[config.mk]
export PLATFORM = sky130hd
export DESIGN_NAME = board_scanner
export DESIGN_NICKNAME = d
export VERILOG_FILES = /design/src/rtl/board_scanner_pkg.sv /design/src/rtl/board_scanner_cell_color.sv /design/src/rtl/board_scanner.sv
export SDC_FILE = /design/constraint.sdc
export NUM_CORES = 1
export LEC_CHECK = 0
export ABC_AREA = 1
export ABC_CLOCK_PERIOD_IN_PS = 2300
export BUFFER_PORTS_ARGS = -buffer_cell sky130_fd_sc_hd__buf_2
export CORE_MARGIN = 3
export CORE_UTILIZATION = 45
export CTS_CLUSTER_DIAMETER = 30
export DETAILED_ROUTE_END_ITERATION = 10
export PLACE_DENSITY = 0.68
export SKIP_CTS_REPAIR_TIMING = 1
export SLEW_MARGIN = 15
export SYNTH_ARGS = -nofsm -noshare
export SYNTH_HDL_FRONTEND = slang
export SYNTH_SLANG_ARGS = --single-unit
[constraint.sdc]
create_clock -name clk -period 2.3 [get_ports clk]
set_input_delay 0.345 -clock clk [delete_from_list [all_inputs] [get_ports clk]]
set_output_delay 0.345 -clock clk [all_outputs]
set_load 0.05 [all_outputs]
[src/rtl/board_scanner_pkg.sv]
// Shared definitions for the board scanner: board geometry, default tile pitch,
// tile colour codes and the scanner state encoding.
package board_scanner_pkg;

  localparam int unsigned BOARD_DIM  = 8;
  localparam int unsigned NUM_CELLS  = BOARD_DIM * BOARD_DIM;
  localparam int unsigned IDX_W      = 6;

  localparam int unsigned DEF_TILE_W = 20;
  localparam int unsigned DEF_TILE_H = 15;

  // 3-bit RGB tile colours
  localparam logic [2:0] COL_HIDDEN = 3'b111;
  localparam logic [2:0] COL_FLAG   = 3'b100;
  localparam logic [2:0] COL_STEP   = 3'b001;
  localparam logic [2:0] COL_MINE   = 3'b000;

  typedef enum logic [2:0] {
    StIdle,
    StLoad,
    StScan,
    StEmit,
    StDone
  } state_e;

endpackage

[src/rtl/board_scanner_cell_color.sv]
// Combinational cell classifier: maps one cell's mine/flag/step bits plus the
// game-over flag onto the tile colour to draw.
// Ports:
//   mine, flag, step  in   cell state bits
//   game_over         in   reveal all unflagged mines
//   color             out  3-bit RGB tile colour
module board_scanner_cell_color
  import board_scanner_pkg::*;
(
  input  logic       mine,
  input  logic       flag,
  input  logic       step,
  input  logic       game_over,
  output logic [2:0] color
);

  always_comb begin
    color = COL_HIDDEN;
    if ((step && mine) || (game_over && mine && !flag)) begin
      color = COL_MINE;
    end else if (flag && !step) begin
      color = COL_FLAG;
    end else if (step) begin
      color = COL_STEP;
    end
  end

endmodule

[src/rtl/board_scanner.sv]
// Board scanner: on request, snapshots the mine/flag/step maps, walks the 8x8
// board in index order and issues one (x, y, colour) tile draw request per cell
// over a valid/ready handshake. A start seen while busy queues one more pass.
// Optional build macro DIRTY_TRACK_EN: keep a shadow of the last drawn colour
// per cell and skip cells whose colour has not changed since the last full pass.
// Ports:
//   clk, resetn                   clock, synchronous active-low reset
//   start                         request a board pass
//   mine_map, flag_map, step_map  board state, bit i = cell row*8+col
//   game_over                     reveal all unflagged mines
//   tile_x, tile_y, tile_color    tile request payload
//   tile_valid, tile_ready        tile request handshake
//   busy                          pass in progress
//   frame_done                    one-cycle pulse at the end of a pass
module board_scanner
  import board_scanner_pkg::*;
#(
  parameter int unsigned TILE_W   = DEF_TILE_W,
  parameter int unsigned TILE_H   = DEF_TILE_H,
  parameter int unsigned ORIGIN_X = 0,
  parameter int unsigned ORIGIN_Y = 0
) (
  input  logic        clk,
  input  logic        resetn,
  input  logic        start,
  input  logic [63:0] mine_map,
  input  logic [63:0] flag_map,
  input  logic [63:0] step_map,
  input  logic        game_over,
  output logic [7:0]  tile_x,
  output logic [6:0]  tile_y,
  output logic [2:0]  tile_color,
  output logic        tile_valid,
  input  logic        tile_ready,
  output logic        busy,
  output logic        frame_done
);

  localparam logic [7:0] OrgX  = 8'(ORIGIN_X);
  localparam logic [6:0] OrgY  = 7'(ORIGIN_Y);
  localparam logic [7:0] StepX = 8'(TILE_W);
  localparam logic [6:0] StepY = 7'(TILE_H);

  state_e           state_q;
  logic [63:0]      mine_q, flag_q, step_q;
  logic             go_q;
  logic [IDX_W-1:0] idx_q;
  logic [7:0]       cur_x_q;
  logic [6:0]       cur_y_q;
  logic [7:0]       tile_x_q;
  logic [6:0]       tile_y_q;
  logic [2:0]       color_q;
  logic             pending_q;

  logic [2:0]       cell_col;
  logic             draw;
  logic             last;
  logic             advance;

  board_scanner_cell_color u_cell_color (
    .mine      (mine_q[idx_q]),
    .flag      (flag_q[idx_q]),
    .step      (step_q[idx_q]),
    .game_over (go_q),
    .color     (cell_col)
  );

`ifdef DIRTY_TRACK_EN
  logic [2:0] shadow_q [NUM_CELLS];
  logic       shadow_valid_q;

  always_ff @(posedge clk) begin
    if (resetn && state_q == StEmit && tile_ready) begin
      shadow_q[idx_q] <= color_q;
    end
  end

  // Shadow only becomes trustworthy once a whole pass has been drawn.
  always_ff @(posedge clk) begin
    if (!resetn) begin
      shadow_valid_q <= 1'b0;
    end else if (state_q == StDone) begin
      shadow_valid_q <= 1'b1;
    end
  end

  assign draw = !(shadow_valid_q && (cell_col == shadow_q[idx_q]));
`else
  assign draw = 1'b1;
`endif

  assign last    = (idx_q == IDX_W'(NUM_CELLS - 1));
  assign advance = ((state_q == StScan) && !draw) || ((state_q == StEmit) && tile_ready);

  always_ff @(posedge clk) begin
    if (!resetn) begin
      state_q   <= StIdle;
      mine_q    <= '0;
      flag_q    <= '0;
      step_q    <= '0;
      go_q      <= 1'b0;
      idx_q     <= '0;
      cur_x_q   <= OrgX;
      cur_y_q   <= OrgY;
      tile_x_q  <= OrgX;
      tile_y_q  <= OrgY;
      color_q   <= 3'b000;
      pending_q <= 1'b0;
    end else begin
      if (start && (state_q != StIdle)) begin
        pending_q <= 1'b1;
      end

      unique case (state_q)
        StIdle: begin
          if (start) begin
            state_q   <= StLoad;
            pending_q <= 1'b0;
          end
        end
        StLoad: begin
          mine_q  <= mine_map;
          flag_q  <= flag_map;
          step_q  <= step_map;
          go_q    <= game_over;
          idx_q   <= '0;
          cur_x_q <= OrgX;
          cur_y_q <= OrgY;
          state_q <= StScan;
        end
        StScan: begin
          if (draw) begin
            tile_x_q <= cur_x_q;
            tile_y_q <= cur_y_q;
            color_q  <= cell_col;
            state_q  <= StEmit;
          end else begin
            state_q <= last ? StDone : StScan;
          end
        end
        StEmit: begin
          if (tile_ready) begin
            state_q <= last ? StDone : StScan;
          end
        end
        StDone: begin
          // A start arriving in this very cycle also counts as pending.
          if (pending_q || start) begin
            state_q   <= StLoad;
            pending_q <= 1'b0;
          end else begin
            state_q <= StIdle;
          end
        end
        default: state_q <= StIdle;
      endcase

      // Step to the next cell; coordinates accumulate, no multipliers.
      if (advance && !last) begin
        idx_q <= idx_q + IDX_W'(1);
        if (idx_q[2:0] == 3'd7) begin
          cur_x_q <= OrgX;
          cur_y_q <= cur_y_q + StepY;
        end else begin
          cur_x_q <= cur_x_q + StepX;
        end
      end
    end
  end

  assign tile_x     = tile_x_q;
  assign tile_y     = tile_y_q;
  assign tile_color = color_q;
  assign tile_valid = (state_q == StEmit);
  assign busy       = (state_q != StIdle);
  assign frame_done = (state_q == StDone);

endmodule

==> impl_metrics.py <==
metrics = {
    "synth": {
        "area_of_the_mapped_netlist_um2": 10300,
        "netlist_top_cells_count": "nand2_1 (275), dfxtp_1 (232), a21oi_1 (230)",
        "distinct_cell_type_count_of_the_synthesized_netlist": 33,
        "synth_area_per_cell_um2": 7.13,
        "number_of_flops_mapped_to_enable_cells_by_yosys": 0,
        "synth.area.top_cells": "dfxtp_1 (45%), a21oi_1 (11%), nand2_1 (10%)",
        "ys_ff_latch": 232,
        "number_of_synthesis_warnings": 0,
        "number_of_instances_in_the_synthesized_netlist": 1439,
        "async_flop_share_pct": 0,
        "synth.most_common_cell": "nand2_1",
        "share_of_synthesized_area_occupied_by_flip_flops_and_latches_pct": 45.3,
        "synth_ff_type": "dfxtp_1",
        "synth.top_cell.area_share_pct": 45.3,
        "post-synth-top-area-cell": "dfxtp_1",
    },
    "global_routing": {
        "grt_overflow": 0,
        "via_count_of_the_first_global_routing_pass": 9386,
        "largest_net_degree_at_the_start_of_global_routing": 184,
        "number_of_antenna_violations_at_the_first_check_in_global_routing": 1,
        "grt_pass1_wl_um": 46200,
        "gr-usage-all-layers_pct": 22.9,
    },
    "place": {
        "port-buffer-count": 215,
        "detailed_place_hpwl_um": 19600,
        "place.gp.congestion": 0.816,
        "detailed_place.area_um2": 11500,
    },
    "route": {
        "totalWireLength_um": 29500,
        "drtIter0Drc": 873,
        "routedWlPerCell_um": 15.3,
        "route.met2.wl_um": 13600,
        "met1_length_um": 13300,
        "drc_errors": 0,
        "wl_met3_um": 2030,
        "maxUsedRoutingLayer": "met5",
        "final_antenna_net_count": 0,
        "avgViaCountPerCell": 5.22,
        "dr.pass1.iters": 7,
        "num_vias": 10092,
    },
    "sta": {
        "finalMaxSlewViolations": 0,
        "finalSetupViolations": 0,
        "worst_clock_skew_ns": 0.0117,
        "layout_worst_path_cycle_share_pct": 85.2,
        "grt_setup_unrepaired": "no",
        "whs_ns": 0.0799,
        "hold_viol": 0,
        "timing.fmax_ghz": 0.511,
        "tightest_slew_ns": 0.717,
        "max-slew-margin-rel_pct": 52.2,
        "tns_ns": 0,
        "period_minus_slack_ns": 1.96,
    },
    "power": {
        "power_density_nw_per_um2": 1020,
        "static-leakage-power_nw": 5.60,
        "vdd.ir_drop.worst_v": 0.000439,
    },
    "clocking": {
        "worst_skew_pair.late_latency_ns": 0.52,
        "htree_num_levels": 2,
        "cts.reportedPaths.clkPinSlew_ns": 0.05,
        "tritoncts": "built",
        "cts_inserted_buffers": 45,
        "clock_tree.root_cell": "clkbuf_16",
        "cts_num_sinks": 232,
        "max_buffers_root_to_sink": 3,
    },
    "floorplanning": {
        "dieWidth_um": 157,
        "start_util_pct": 46.4,
        "ios": 218,
        "core_area_um2": 22100,
        "die_area_um2": 24600,
        "fp-row-count": 54,
        "die_extent_in_y_um": 157,
    },
    "finish": {
        "areaGrowthSynthToFinish_pct": 28.3,
        "final_cell_area_um2": 13200,
        "nNetsFinal": 1818,
        "final_core_util_pct": 59.6,
        "layout-drive-gt1-share_pct": 20.7,
        "antenna-diode-count": 0,
    },
    "min_path": {
        "timing.hold.worst.class": "primary input to flop",
    },
    "worst_setup_path": {
        "critical_path_sink_type": "flop",
        "setup.worst_path.class": "flop to flop",
        "setup.reg_to_reg.worst_slack_ns": 0.34,
        "critical_path_arrival_ns": 2.33,
        "critical_path_required_ns": 2.67,
        "sort_of_element_at_the_start_of_the_critical_path": "flop",
        "cp_max_fo": 11,
    },
    "job": {
        "max_cap_viol_count": 0,
    },
    "status": {
        "status": "finished clean",
    },
}
power by group:
group | switching (W) | internal, W | leakage, nW
Combinational | 0.00117 | 0.000603 | 2.90
Clock | 0.00216 | 0.00487 | 0.791
Sequential | 0.000145 | 0.00449 | 1.91
critical path, cell delays in order (launching register included):
cell,delay (ns)
dfxtp_4,0.36
ha_1,0.22
nand3_1,0.15
nor2_1,0.06
nand2_1,0.09
nand2_1,0.11
nor2_4,0.23
nand2_1,0.27
o21ai_0,0.24
a221oi_1,0.10
path summary, 6_finish.rpt:
| path | startpoint | end | cells after the start |
|---|---|---|---|
| min reg2reg | cur_y_q[0]$_SDFF_PN0_ | cur_y_q[0]$_SDFF_PN0_ | 1 |
| max | idx_q[0]$_SDFFE_PN0P_ | cur_y_q[3]$_SDFF_PN0_ | 9 |
| max reg2reg | idx_q[0]$_SDFFE_PN0P_ | cur_y_q[3]$_SDFF_PN0_ | 9 |
| min | mine_map[16] | mine_q[16]$_SDFFE_PN0P_ | 3 |
stage by stage:
stage | std cells | power (W) | setup slack, ns
floorplan | 1440 | 0.00591 | 0.524
global placement | 1850 | 0.00643 | 0.469
detailed placement | 1850 | 0.00647 | 0.374
CTS | 1932 | 0.0135 | 0.352
global route | 1932 | 0.0140 | 0.120
finish | 1932 | 0.0134 | 0.341
layer usage:
layer | GRT usage [%] | up-vias
li1 | - | 5119
met1 | 31.9 | 4598
met2 | 36.9 | 333
met3 | 3.88 | 40
met4 | 6.42 | 2
met5 | 0 | -
layout by cell type, fill, tap and decap left out, types with 9 or more instances in the layout:
master,netlist,layout
clkbuf_16,0,45
nand3_1,143,142
nor2_1,28,28
buf_4,6,19
dfxtp_1,232,230
bufinv_16,0,10
o21ai_0,180,180
inv_1,166,165
a21oi_1,230,230
nand2_1,275,275
o211ai_1,34,34
buf_2,25,214
buf_12,0,9
kinds of logic (layout without fill, tap and decap cells):
kind of cell	after synthesis	count (layout)	share of synthesized area, %
XOR/XNOR	2	2	0.171
flip-flops	232	232	45.3
other	1	2	0.0366
AO/OA/AOI/OAI	459	459	24.0
AND/OR/NAND/NOR	458	458	18.8
buffers and inverters	283	495	11.2
adder cells (fa/ha/maj)	4	4	0.488
flip-flops by register name, summed over array words and instances, names as in the netlist, 3 cells and up:
signal,cells
tile_x,6
step_q,64
cur_x_q,6
flag_q,64
tile_y,7
mine_q,64
state_q,3
idx_q,6
cur_y_q,7
tile_color,3
final cells by class:
cell class / count / area (um2)
clock buffer: 53 / 1210
tap: 280 / 350
multi-input combinational: 925 / 4480
inverter: 171 / 646
timing repair buffer: 242 / 1390
fill: 2083 / 8930
clock inverter: 29 / 437
sequential: 232 / 4650
Power figures use the tool's default switching activity.
